## config.mk

```make
export PLATFORM = sky130hd
export DESIGN_NAME = moving_average_ctrl_flat
export DESIGN_NICKNAME = d
export VERILOG_FILES = /design/src/rtl/moving_average_pkg.sv /design/src/rtl/moving_average_if.sv /design/src/rtl/ma_tick_gen.sv /design/src/rtl/moving_average_ctrl.sv /design/src/flat_wrapper.sv
export SDC_FILE = /design/constraint.sdc
export NUM_CORES = 1
export LEC_CHECK = 0
export CAP_MARGIN = 20
export CORE_MARGIN = 8
export CORE_UTILIZATION = 30
export CTS_BUF_LIST = sky130_fd_sc_hd__clkbuf_2
export DETAILED_ROUTE_END_ITERATION = 7
export HOLD_SLACK_MARGIN = 0.1
export REMOVE_ABC_BUFFERS = 1
export SLEW_MARGIN = 10
export SYNTH_ARGS = -nofsm -noshare
export SYNTH_HDL_FRONTEND = slang
export SYNTH_SLANG_ARGS = --single-unit
```

## constraint.sdc

```tcl
create_clock -name clk -period 2.15 [get_ports clk]
set_input_delay 0.215 -clock clk [delete_from_list [all_inputs] [get_ports clk]]
set_output_delay 0.215 -clock clk [all_outputs]
set_load 0.02 [all_outputs]
```

## src/rtl/moving_average_pkg.sv

```systemverilog
// Shared definitions for the moving-average controller and filter engine.
// Holds default widths, window size and the controller state encoding.
package moving_average_pkg;

    localparam int DATA_W       = 8;
    localparam int FILTER_POWER = 2;
    localparam int WINDOW       = 1 << FILTER_POWER;

    typedef enum logic [1:0] {
        S_IDLE    = 2'd0,
        S_ISSUE   = 2'd1,
        S_BUSY    = 2'd2,
        S_CAPTURE = 2'd3
    } state_e;

endpackage

```

## src/rtl/moving_average_if.sv

```systemverilog
// Source-side valid/ready sample handshake.
// The source drives data/valid; the controller answers with ready.
interface moving_average_if #(
    parameter int DATA_W = moving_average_pkg::DATA_W
);

    logic [DATA_W-1:0] src_data_i;
    logic              src_valid_i;
    logic              src_ready_o;

    modport master (
        output src_data_i,
        output src_valid_i,
        input  src_ready_o
    );

    modport slave (
        input  src_data_i,
        input  src_valid_i,
        output src_ready_o
    );

endinterface

```

## src/rtl/ma_tick_gen.sv

```systemverilog
// Programmable sample-rate divider with a single pending-slot flag.
// A tick every div_i+1 enabled cycles; pend holds until the slot is used.
module ma_tick_gen #(
    parameter int DIV_W = 8
) (
    input  logic             clk,
    input  logic             rst_n,
    input  logic             ena,
    input  logic [DIV_W-1:0] div_i,
    input  logic             clr_pend,
    output logic             tick,
    output logic             pend
);

    import moving_average_pkg::*;

    logic [DIV_W-1:0] cnt_q;

    assign tick = ena && (cnt_q == div_i);

    // Divider count; wraps on tick, or silently when div_i drops below it.
    always_ff @(posedge clk or negedge rst_n) begin
        if (!rst_n) begin
            cnt_q <= '0;
        end else if (ena) begin
            if (cnt_q >= div_i) begin
                cnt_q <= '0;
            end else begin
                cnt_q <= cnt_q + 1'b1;
            end
        end
    end

    // Pending slot: a fresh tick outranks the accept that consumes a slot.
    always_ff @(posedge clk or negedge rst_n) begin
        if (!rst_n) begin
            pend <= 1'b0;
        end else if (tick) begin
            pend <= 1'b1;
        end else if (clr_pend) begin
            pend <= 1'b0;
        end
    end

endmodule

```

## src/rtl/moving_average_ctrl.sv

```systemverilog
// Sequencing controller between the tile pins and the filter engine.
// Paces samples, strobes the engine, captures results, flags errors.
module moving_average_ctrl #(
    parameter int DATA_W       = moving_average_pkg::DATA_W,
    parameter int FILTER_POWER = moving_average_pkg::FILTER_POWER,
    parameter int DIV_W        = 8,
    parameter int TIMEOUT      = 16
) (
    input  logic              clk,
    input  logic              rst_n,
    input  logic              ena,
    moving_average_if.slave   src,
    input  logic [DIV_W-1:0]  div_i,
    output logic [DATA_W-1:0] eng_data_o,
    output logic              eng_strobe_o,
    input  logic              eng_done_i,
    input  logic [DATA_W-1:0] eng_avg_i,
    output logic [DATA_W-1:0] avg_o,
    output logic              avg_valid_o,
    output logic              warm_o,
    input  logic              clr_err_i,
    output logic              err_overrun_o,
    output logic              err_timeout_o
);

    import moving_average_pkg::*;

    localparam int WIN  = 1 << FILTER_POWER;
    localparam int WC_W = FILTER_POWER + 1;
    localparam int WD_W = $clog2(TIMEOUT) + 1;

    state_e            state_q;
    state_e            state_d;
    logic              tick;
    logic              pend;
    logic              accept;
    logic              timeout_hit;
    logic              ovr_evt;
    logic [WD_W-1:0]   wd_q;
    logic [WC_W-1:0]   warm_cnt_q;

    assign src.src_ready_o = ena && pend && (state_q == S_IDLE);
    assign accept          = src.src_valid_i && src.src_ready_o;
    assign timeout_hit     = (state_q == S_BUSY) && !eng_done_i
                             && (wd_q == WD_W'(TIMEOUT - 1));
    assign ovr_evt         = tick && (state_q != S_IDLE);

    ma_tick_gen #(
        .DIV_W (DIV_W)
    ) u_tick (
        .clk      (clk),
        .rst_n    (rst_n),
        .ena      (ena),
        .div_i    (div_i),
        .clr_pend (accept),
        .tick     (tick),
        .pend     (pend)
    );

    // State register.
    always_ff @(posedge clk or negedge rst_n) begin
        if (!rst_n) begin
            state_q <= S_IDLE;
        end else begin
            state_q <= state_d;
        end
    end

    // Next state: done beats a coincident watchdog expiry.
    always_comb begin
        state_d = state_q;
        unique case (state_q)
            S_IDLE: begin
                if (accept) state_d = S_ISSUE;
            end
            S_ISSUE: begin
                state_d = S_BUSY;
            end
            S_BUSY: begin
                if (eng_done_i) begin
                    state_d = S_CAPTURE;
                end else if (timeout_hit) begin
                    state_d = S_IDLE;
                end
            end
            S_CAPTURE: begin
                state_d = S_IDLE;
            end
            default: begin
                state_d = S_IDLE;
            end
        endcase
    end

    // Watchdog counts BUSY cycles, restarting from zero on each entry.
    always_ff @(posedge clk or negedge rst_n) begin
        if (!rst_n) begin
            wd_q <= '0;
        end else if (state_q == S_BUSY) begin
            wd_q <= wd_q + 1'b1;
        end else begin
            wd_q <= '0;
        end
    end

    // Held sample and strobe; hold only changes on accept.
    always_ff @(posedge clk or negedge rst_n) begin
        if (!rst_n) begin
            eng_data_o   <= '0;
            eng_strobe_o <= 1'b0;
        end else begin
            eng_strobe_o <= accept;
            if (accept) eng_data_o <= src.src_data_i;
        end
    end

    // Result capture and warm-up tracking, saturating at one window.
    always_ff @(posedge clk or negedge rst_n) begin
        if (!rst_n) begin
            avg_o       <= '0;
            avg_valid_o <= 1'b0;
            warm_cnt_q  <= '0;
            warm_o      <= 1'b0;
        end else begin
            avg_valid_o <= (state_q == S_CAPTURE);
            if (state_q == S_CAPTURE) begin
                avg_o <= eng_avg_i;
                if (warm_cnt_q != WC_W'(WIN)) begin
                    warm_cnt_q <= warm_cnt_q + 1'b1;
                end
                if (warm_cnt_q >= WC_W'(WIN - 1)) begin
                    warm_o <= 1'b1;
                end
            end
        end
    end

    // Sticky error flags; a new event outranks clear.
    always_ff @(posedge clk or negedge rst_n) begin
        if (!rst_n) begin
            err_overrun_o <= 1'b0;
            err_timeout_o <= 1'b0;
        end else begin
            if (ovr_evt) begin
                err_overrun_o <= 1'b1;
            end else if (clr_err_i) begin
                err_overrun_o <= 1'b0;
            end
            if (timeout_hit) begin
                err_timeout_o <= 1'b1;
            end else if (clr_err_i) begin
                err_timeout_o <= 1'b0;
            end
        end
    end

endmodule

```

## src/flat_wrapper.sv

```systemverilog
// flat-port wrapper written by rule: the top's interface ports become plain ports
module moving_average_ctrl_flat import moving_average_pkg::*;
#(
    parameter int DATA_W       = moving_average_pkg::DATA_W,
    parameter int FILTER_POWER = moving_average_pkg::FILTER_POWER,
    parameter int DIV_W        = 8,
    parameter int TIMEOUT      = 16
)
  (clk, rst_n, ena, div_i, eng_data_o, eng_strobe_o, eng_done_i, eng_avg_i, avg_o, avg_valid_o, warm_o, clr_err_i, err_overrun_o, err_timeout_o, src_src_data_i, src_src_valid_i, src_src_ready_o);
  moving_average_if #(.DATA_W(DATA_W)) src_i ();
  input  logic clk;
  input  logic rst_n;
  input  logic ena;
  input  logic [DIV_W-1:0] div_i;
  output logic [DATA_W-1:0] eng_data_o;
  output logic eng_strobe_o;
  input  logic eng_done_i;
  input  logic [DATA_W-1:0] eng_avg_i;
  output logic [DATA_W-1:0] avg_o;
  output logic avg_valid_o;
  output logic warm_o;
  input  logic clr_err_i;
  output logic err_overrun_o;
  output logic err_timeout_o;
  input wire logic [$bits(src_i.src_data_i)-1:0] src_src_data_i;
  input wire logic [$bits(src_i.src_valid_i)-1:0] src_src_valid_i;
  output wire logic [$bits(src_i.src_ready_o)-1:0] src_src_ready_o;
  assign src_i.src_data_i = src_src_data_i;
  assign src_i.src_valid_i = src_src_valid_i;
  assign src_src_ready_o = src_i.src_ready_o;
  moving_average_ctrl #(.DATA_W(DATA_W), .FILTER_POWER(FILTER_POWER), .DIV_W(DIV_W), .TIMEOUT(TIMEOUT)) u_core (.clk(clk), .rst_n(rst_n), .ena(ena), .src(src_i), .div_i(div_i), .eng_data_o(eng_data_o), .eng_strobe_o(eng_strobe_o), .eng_done_i(eng_done_i), .eng_avg_i(eng_avg_i), .avg_o(avg_o), .avg_valid_o(avg_valid_o), .warm_o(warm_o), .clr_err_i(clr_err_i), .err_overrun_o(err_overrun_o), .err_timeout_o(err_timeout_o));
endmodule
```

== Word-level counts from Yosys, hierarchy flattened ==
Index checks and enable logic that the tools add are counted.

* Register bits: 40
* Bits of input ports: 30
* Output and inout port bits: 22

* $add $sub $neg: 3
* Order comparisons: 2
* Eq/ne operators: 8
* Multiplexer cells: 11
* Reduce and logical (&&, ||, !) cells: 16

{| class="wikitable"
|+ Operator list
! operator !! number
|-
| $add A8 B1 Y8 const B || 1
|-
| $eq A8 B8 Y1 || 1
|-
| $ge A8 B8 Y1 || 1
|-
| $mux W8 || 1
|-
| $pmux W2 S4 || 1
|-
| $reduce_bool A2 Y1 || 4
|-
| $logic_and A1 B1 Y1 || 7
|-
| $mux W2 || 3
|-
| $reduce_and A2 Y1 || 3
|-
| $add A5 B1 Y5 const B || 1
|-
| $eq A5 B4 Y1 const B || 1
|-
| $mux W1 || 5
|-
| $mux W5 || 1
|-
| $eq A2 B2 Y1 const B || 2
|-
| $add A3 B1 Y3 const B || 1
|-
| $ge A3 B2 Y1 const B || 1
|-
| $ne A3 B2 Y1 const B || 1
|-
| $ne A3 B3 Y1 const B || 1
|-
| $eq A2 B1 Y1 const B || 1
|-
| $logic_not A2 Y1 || 1
|-
| $ne A2 B1 Y1 const B || 1
|-
| $logic_not A1 Y1 || 1
|}

== Depth between registers and ports, before layout ==
Gate-level depths: netlist of the first run.

* Depth after elaboration: 6
* Gate-level depth with buffers: 8
* Depth with buffers taken out: 7

== Modules after synthesis ==
Synthesis of the first run repeated with hierarchy kept, for this count alone.

* Cell total of the unflattened synthesis: 161
* Area total of the unflattened synthesis: 1933.1 µm²

{| class="wikitable"
|+ By module, submodules not included
! module !! times used !! cells an instance !! area an instance (µm²) !! seq. area each (µm²)
|-
| moving_average_ctrl || 1 || 91 || 1255.0 || 775.7
|-
| ma_tick_gen || 1 || 70 || 678.2 || 225.2
|}

== Worst setup path before layout of the first run ==
Ideal clock, no wire load.

* Path type: flip-flop to flip-flop
* Start point: register u_core.u_tick.cnt_q[0]
* End point: register u_core.u_tick.cnt_q[2]
* Setup time: 0.064 ns
* Arrival time: 1.665 ns
* Data required time: 2.086 ns
* Setup slack: 0.421 ns
* Cell stages (with the launch flop): 9
* Period minus slack after synthesis: 1.729 ns
* Cell sequence: dfrtp_1 inv_1 ha_1 nand2b_4 a2111oi_4 o31ai_2 buf_6 nor3_1 a21o_1

* Cells in the longest elaborated chain, start to end: 2

{| class="wikitable"
|+ Ends and longest elaborated chain
! element !! RTL line !! text
|-
| start, declared || ma_tick_gen.sv:17 || <nowiki>logic [DIV_W-1:0] cnt_q;</nowiki>
|-
| start signal, assigned || ma_tick_gen.sv:29 || <nowiki>cnt_q <= cnt_q + 1'b1;</nowiki>
|-
| $add A8 B1 Y8 or $ge A8 B8 Y1 (tied branches) || ma_tick_gen.sv:29, ma_tick_gen.sv:26 ||
|-
| $mux W8 (*) || ma_tick_gen.sv:26 || <nowiki>if (cnt_q >= div_i) begin</nowiki>
|}

Every way passes the cells marked *; elsewhere a longest branch is shown, timed or not.
A chain may end at the register's enable or synchronous reset.

== Worst setup path after layout of the first run ==
* Start point: register u_core.u_tick.cnt_q[0]
* End point: register u_core.u_tick.cnt_q[4]

Same word-level chain as after synthesis.

==> flow_summary.yaml, run 1 <==
outcome:
  status: "complete, no violations"
drt:
  drt-initial-drc-count: 32
  drt-wirelength-per-cell_um: 12.59
  drc: 0
  vias: 1363
  maxUsedRoutingLayer: "met4"
  wl_met3_um: 424
  route.met2.wl_mm: 1.552
  vias_per_cell: 4.513
  routed_wl_mm: 3.803
  dr.pass1.iters: 4
  ant_nets: 0
  wl_met1_mm: 1.781
yosys:
  synth_adder_area_share: 0.09247
  synthesis.area_um2: 1894
  synth.distinct_cells: 34
  synth-compound-area-share: 0.09841
  synthSimpleGateAreaFrac: 0.1057
  synth_xor_area_frac: 0.02774
  synthMuxAreaShare: 0.09511
  ys_seq_area_frac: 0.5284
  syn_area_per_cell_um2: 11.41
  synth_top_family_by_area: "simple AND/OR/NAND/NOR gates"
  ys_seq_elements: 40
  netlist_instances: 166
  yosysWarningCount: 0
die:
  rows: 29
  initial_utilization: 0.3035
  ios: 52
  die_w_um: 95.47
  die_y_um: 95.47
  coreArea_um2: 6241
  die-area_um2: 9114
worst_setup_path:
  r2r-end: "u_core.u_tick.cnt_q[4]$_DFFE_PN0P_"
  rr_worst_depth: 8
  endpoint_kind: "flip-flop"
  critPathKind: "reg2reg"
  critPathArrivalTime_ns: 2.29
  r2r_slack_ns: 0.18
  crit_fanout: 11
  worstPathRequired_ns: 2.47
  r2r-start: "u_core.u_tick.cnt_q[0]$_DFFE_PN0P_"
  worst_setup_path_start_kind: "flip-flop"
final_layout:
  area_growth_pct: 34.48
  layout-drive-gt1-share: 0.1289
  post-route-util: 0.4082
  nets: 269
  diodes: 0
timing:
  tightest_slew_ns: 0.5087
  clock_skew_ns: 0.007510
  finalCriticalPeriod_ns: 1.971
  max_freq_ghz: 0.5074
  relSlewSlack: 0.6601
  finalCritPeriodShare: 0.9166
  worst_slack_ns: 0.1792
  timing.setup.tns_ns: 0
  setup_viol: 0
  finalHoldViolCount: 0
  slew_viol_final: 0
  rsz0062_at_grt: "false"
clock_tree:
  postCtsSetupRepairBufs: 0
  cts.sinks: 40
  h-tree-depth: 2
  cts_tree: "built"
  clkTransAtPathRegs_ns: 0.18
  clock_latency_ns: 0.37
  cts_made_buffers: 5
  clk_path_buf_depth: 2
  clockRootBuffer: "clkbuf_2"
job:
  max_cap_violations: 0
pwr:
  p_leak_nw: 1.208
  power_density_nw_per_um2: 1030
  vdd_drop_max_mv: 0.4638
  p_total_mw: 2.623
global_route:
  grt_pass1_vias: 1372
  grt_max_degree: 19
  grt_antenna_before_repair: 0
  grt_pass1_wl_mm: 6.403
  grt_overflow_total: 0
  track_usage: 0.08961
placement:
  pre_cts_ws_ns: 0.03665
  globalplace.congestion: 0.7612
  place_hpwl_mm: 2.911
  port_buffers: 51
hold_path:
  hold_path_class: "in2async"
## area by class of cell
type                    count  area (um^2)
repair buffers             56        548.0
inverters                  20        75.07
multi-input cells         102        794.5
well taps                  77        96.34
clock buffers               5        25.02
flip-flops and latches     40         1001
fillers                   618         3694
clock inverters             2        7.507
## Yosys cell counts (all sizes together)
cell type	number	share of area
a211o	1	0.0046
nor2	10	0.020
and3	4	0.013
o21a	2	0.0079
nand3b	1	0.0040
clkbuf	1	0.0020
nor4	1	0.0033
nor3	1	0.0026
o22ai	2	0.0066
buf	3	0.011
a211oi	1	0.0040
a21o	1	0.0040
o2bb2ai	1	0.0046
xnor2	3	0.014
a2111oi	1	0.015
and4	1	0.0046
ha	14	0.092
xor2	3	0.014
nand2	12	0.024
o21ai	7	0.018
dfrtp	40	0.53
nand2b	4	0.017
inv	20	0.040
nand4	2	0.0066
o31ai	1	0.0066
a21oi	7	0.018
mux2	16	0.095
o21bai	1	0.0040
nand3	4	0.011
o32ai	1	0.0046
## worst max-delay path by stage
stage,endpoint,slack [ns],start,depth (start not counted)
finish,u_core.u_tick.cnt_q[4]$_DFFE_PN0P_,0.18,u_core.u_tick.cnt_q[0]$_DFFE_PN0P_,8
global route,u_core.u_tick.cnt_q[4]$_DFFE_PN0P_,0.04,u_core.u_tick.cnt_q[0]$_DFFE_PN0P_,8
CTS,src_src_ready_o,0.05,u_core.state_q[1]$_DFFE_PN0P_,3
detailed placement,u_core.u_tick.cnt_q[4]$_DFFE_PN0P_,0.04,div_i[0],8
global placement,u_core.u_tick.cnt_q[4]$_DFFE_PN0P_,0.07,div_i[0],8
floorplan,u_core.u_tick.cnt_q[4]$_DFFE_PN0P_,0.30,u_core.u_tick.cnt_q[0]$_DFFE_PN0P_,7
## repair_timing
item,CTS,global route
endpoints found under the setup margin,0,1
endpoints found under the hold margin,40,0
hold buffers,1,0
resized for setup,0,1
## worst max-delay path: stages (launching register included)
cell	delay, ns
dfrtp_1	0.44
inv_1	0.08
ha_1	0.29
nand2b_4	0.15
a2111oi_4	0.35
o31ai_2	0.08
buf_4	0.17
nor4_1	0.23
a211o_1	0.13
## per-stage QoR
stage	cells	area, um^2	hold WS, ns
5_1_grt	302	2547	0.1162
3_3_place_gp	294	2502	0.04390
3_5_place_dp	294	2502	0.04322
2_1_floorplan	162	1871	-0.08059
4_1_cts	302	2545	0.1424
6_report	302	2547	0.1742
## registers in the layout (all words and copies together), names as in the netlist
name	count
u_core.avg_o	8
u_core.eng_data_o	8
u_core.u_tick.cnt_q	8
u_core.wd_q	5
u_core.warm_cnt_q	3
u_core.state_q	2
u_core.avg_valid_o	1
u_core.eng_strobe_o	1
u_core.err_overrun_o	1
u_core.err_timeout_o	1
u_core.u_tick.pend	1
u_core.warm_o	1
## kinds of logic (layout without fill, tap and decap cells)
family,Yosys count,in the layout
mux,16,16
flops,40,40
simple gates,40,40
fa+ha+maj,14,14
xor+xnor,6,6
buf+inv,24,83
compound gates,26,26
## layer usage
layer,global-route usage,up-vias
li1,-,679
met1,0.1141,637
met2,0.1254,40
met3,0.04646,7
met4,0.03457,0
met5,0,-
## cells in the final DEF, fill, tap and decap left out, types with 3 or more instances in the layout
cell / netlist / routed
ha_1: 14 / 14
inv_1: 20 / 20
nand2b_1: 3 / 3
nand3_1: 4 / 4
buf_4: 0 / 4
o21ai_0: 5 / 5
xnor2_1: 3 / 3
dfrtp_1: 40 / 40
nand2_1: 12 / 12
and3_1: 4 / 4
a21oi_1: 7 / 7
clkdlybuf4s50_1: 0 / 49
mux2_2: 16 / 16
clkbuf_2: 0 / 5
xor2_1: 3 / 3
nor2_1: 10 / 10
## power by group
part | leakage (nW) | internal, mW | switching (mW)
registers | 0.513 | 1.00 | 0.172
logic | 0.671 | 0.615 | 0.543
clock network | 0.0239 | 0.0673 | 0.226
total | 1.21 | 1.68 | 0.941
Power figures use the tool's default switching activity.
==> inputs of run 2 (changes only) <==
CORE_MARGIN = 3   (was 8)
==> run 2 against run 1 <==
Worst hold slack better by 0.16 ns. First-iteration DRC count up 25%. Core utilization up 1.6 points. Critical path type unchanged. Non-clock buffer count rose by 1. Largest cell class unchanged.
==> flow_summary.yaml, run 2 (synthesized netlist as in run 1, its figures left out) <==
worst_setup_path:
  critPathArrivalTime_ns: 2.33
  crit_fanout: 11
  critPathKind: "reg2reg"
  endpoint_kind: "flip-flop"
  worstPathRequired_ns: 2.47
  worst_setup_path_start_kind: "flip-flop"
die:
  rows: 28
  die_w_um: 85.47
  ios: 52
  die-area_um2: 7304
  coreArea_um2: 6026
  die_y_um: 85.47
  initial_utilization: 0.3144
final_layout:
  final_cell_mix: "50 x clkdlybuf4s50_1, 40 x dfrtp_1, 20 x inv_1"
  top_regs: "u_core.avg_o: 8 flops, u_core.eng_data_o: 8 flops, u_core.u_tick.cnt_q: 8 flops"
  final_common_cell: "clkdlybuf4s50_1"
  nets: 270
  layout-drive-gt1-share: 0.1366
  fin_cells: 302
  final_area_um2: 2559
  diodes: 0
  area_growth_pct: 35.07
timing:
  rsz0062_at_grt: "false"
  relSlewSlack: 0.6562
  max_freq_ghz: 0.4970
  timing.setup.tns_ns: 0
  tightest_slew_ns: 0.5144
  finalCritPeriodShare: 0.9358
  clock_skew_ns: 0.01183
  slew_viol_final: 0
  finalHoldViolCount: 0
  setup_viol: 0
  finalCriticalPeriod_ns: 2.012
drt:
  drt-initial-drc-count: 40
  dr.pass1.iters: 4
  drt-wirelength-per-cell_um: 11.61
  vias_per_cell: 4.513
  drc: 0
  routed_wl_mm: 3.507
  ant_nets: 0
  vias: 1363
global_route:
  grt_pass1_wl_mm: 6.189
  grt_pass1_vias: 1385
  grt_antenna_before_repair: 0
  grt_max_degree: 21
  track_usage: 0.1052
  grt_overflow_total: 0
job:
  max_cap_violations: 0
clock_tree:
  clock_latency_ns: 0.37
  cts_made_buffers: 5
  cts_resized: 0
  clk_path_buf_depth: 2
  cts.sinks: 40
  clkTransAtPathRegs_ns: 0.18
  cts_tree: "built"
  hold_buffers: 2
  postCtsSetupRepairBufs: 0
  h-tree-depth: 2
  clockRootBuffer: "clkbuf_2"
placement:
  dp_cells: 292
  globalplace.congestion: 0.7362
  port_buffers: 51
  place_hpwl_mm: 2.702
  post_dp_cell_area_um2: 2500
pwr:
  p_leak_nw: 1.201
  power_density_nw_per_um2: 1033
  vdd_drop_max_mv: 0.5340
outcome:
  status: "complete, no violations"
hold_path:
  hold_path_class: "in2async"
## run 2: worst paths after layout
kind / from / endpoint / slack [ns] / depth (start not counted)
max in group asynchronous: rst_n / u_core.avg_valid_o$_DFF_PN0_ / 1.38 / 3
min: rst_n / u_core.avg_o[4]$_DFFE_PN0P_ / 0.33 / 3
min reg2reg: u_core.wd_q[0]$_DFF_PN0_ / u_core.wd_q[0]$_DFF_PN0_ / 0.47 / 1
min in group clk: clr_err_i / u_core.err_timeout_o$_DFFE_PN0P_ / 0.42 / 2
max: u_core.u_tick.cnt_q[0]$_DFFE_PN0P_ / u_core.u_tick.cnt_q[4]$_DFFE_PN0P_ / 0.14 / 8
max reg2reg: u_core.u_tick.cnt_q[0]$_DFFE_PN0P_ / u_core.u_tick.cnt_q[4]$_DFFE_PN0P_ / 0.14 / 8
## run 2: cell type report
type,count,area [um^2]
inverters,20,75.07
repair buffers,57,555.5
clock buffers,7,35.03
fillers,601,3467
clock inverters,1,3.754
flip-flops and latches,40,1001
multi-input cells,102,794.5
well taps,75,93.84
## run 2: per-stage QoR
step | worst slack, ns | power [mW] | utilization | hold slack (ns)
6_report | 0.1379 | 2.643 | 0.4246 | 0.3325
5_1_grt | 0.004680 | 2.881 | 0.4246 | 0.3159
4_1_cts | 0.1018 | 2.699 | 0.4246 | 0.3077
3_5_place_dp | 0.02521 | 2.369 | 0.4149 | 0.01021
3_3_place_gp | 0.07736 | 2.348 | 0.4149 | 0.008704
2_1_floorplan | 0.3042 | 1.865 | - | -0.08059
## run 2: power breakdown
part | leakage (nW) | internal (mW) | total [mW] | switching [mW]
Combinational | 0.657 | 0.616 | 1.16 | 0.542
Clock | 0.0306 | 0.0873 | 0.308 | 0.221
Sequential | 0.513 | 1.00 | 1.18 | 0.177
## run 2: critical path, stage by stage (launching register included)
cell and delay [ns]:
dfrtp_1 0.44, inv_1 0.09, ha_1 0.29, nand2b_4 0.15, a2111oi_4 0.34, o31ai_2 0.08
buf_4 0.17, nor4_1 0.26, a211o_1 0.13
## run 2: per-layer routing
metal  global-route usage  wire, um
met5                    0         0
met4              0.03453        36
met3              0.04466       311
met2               0.1511      1448
met1               0.1425      1711
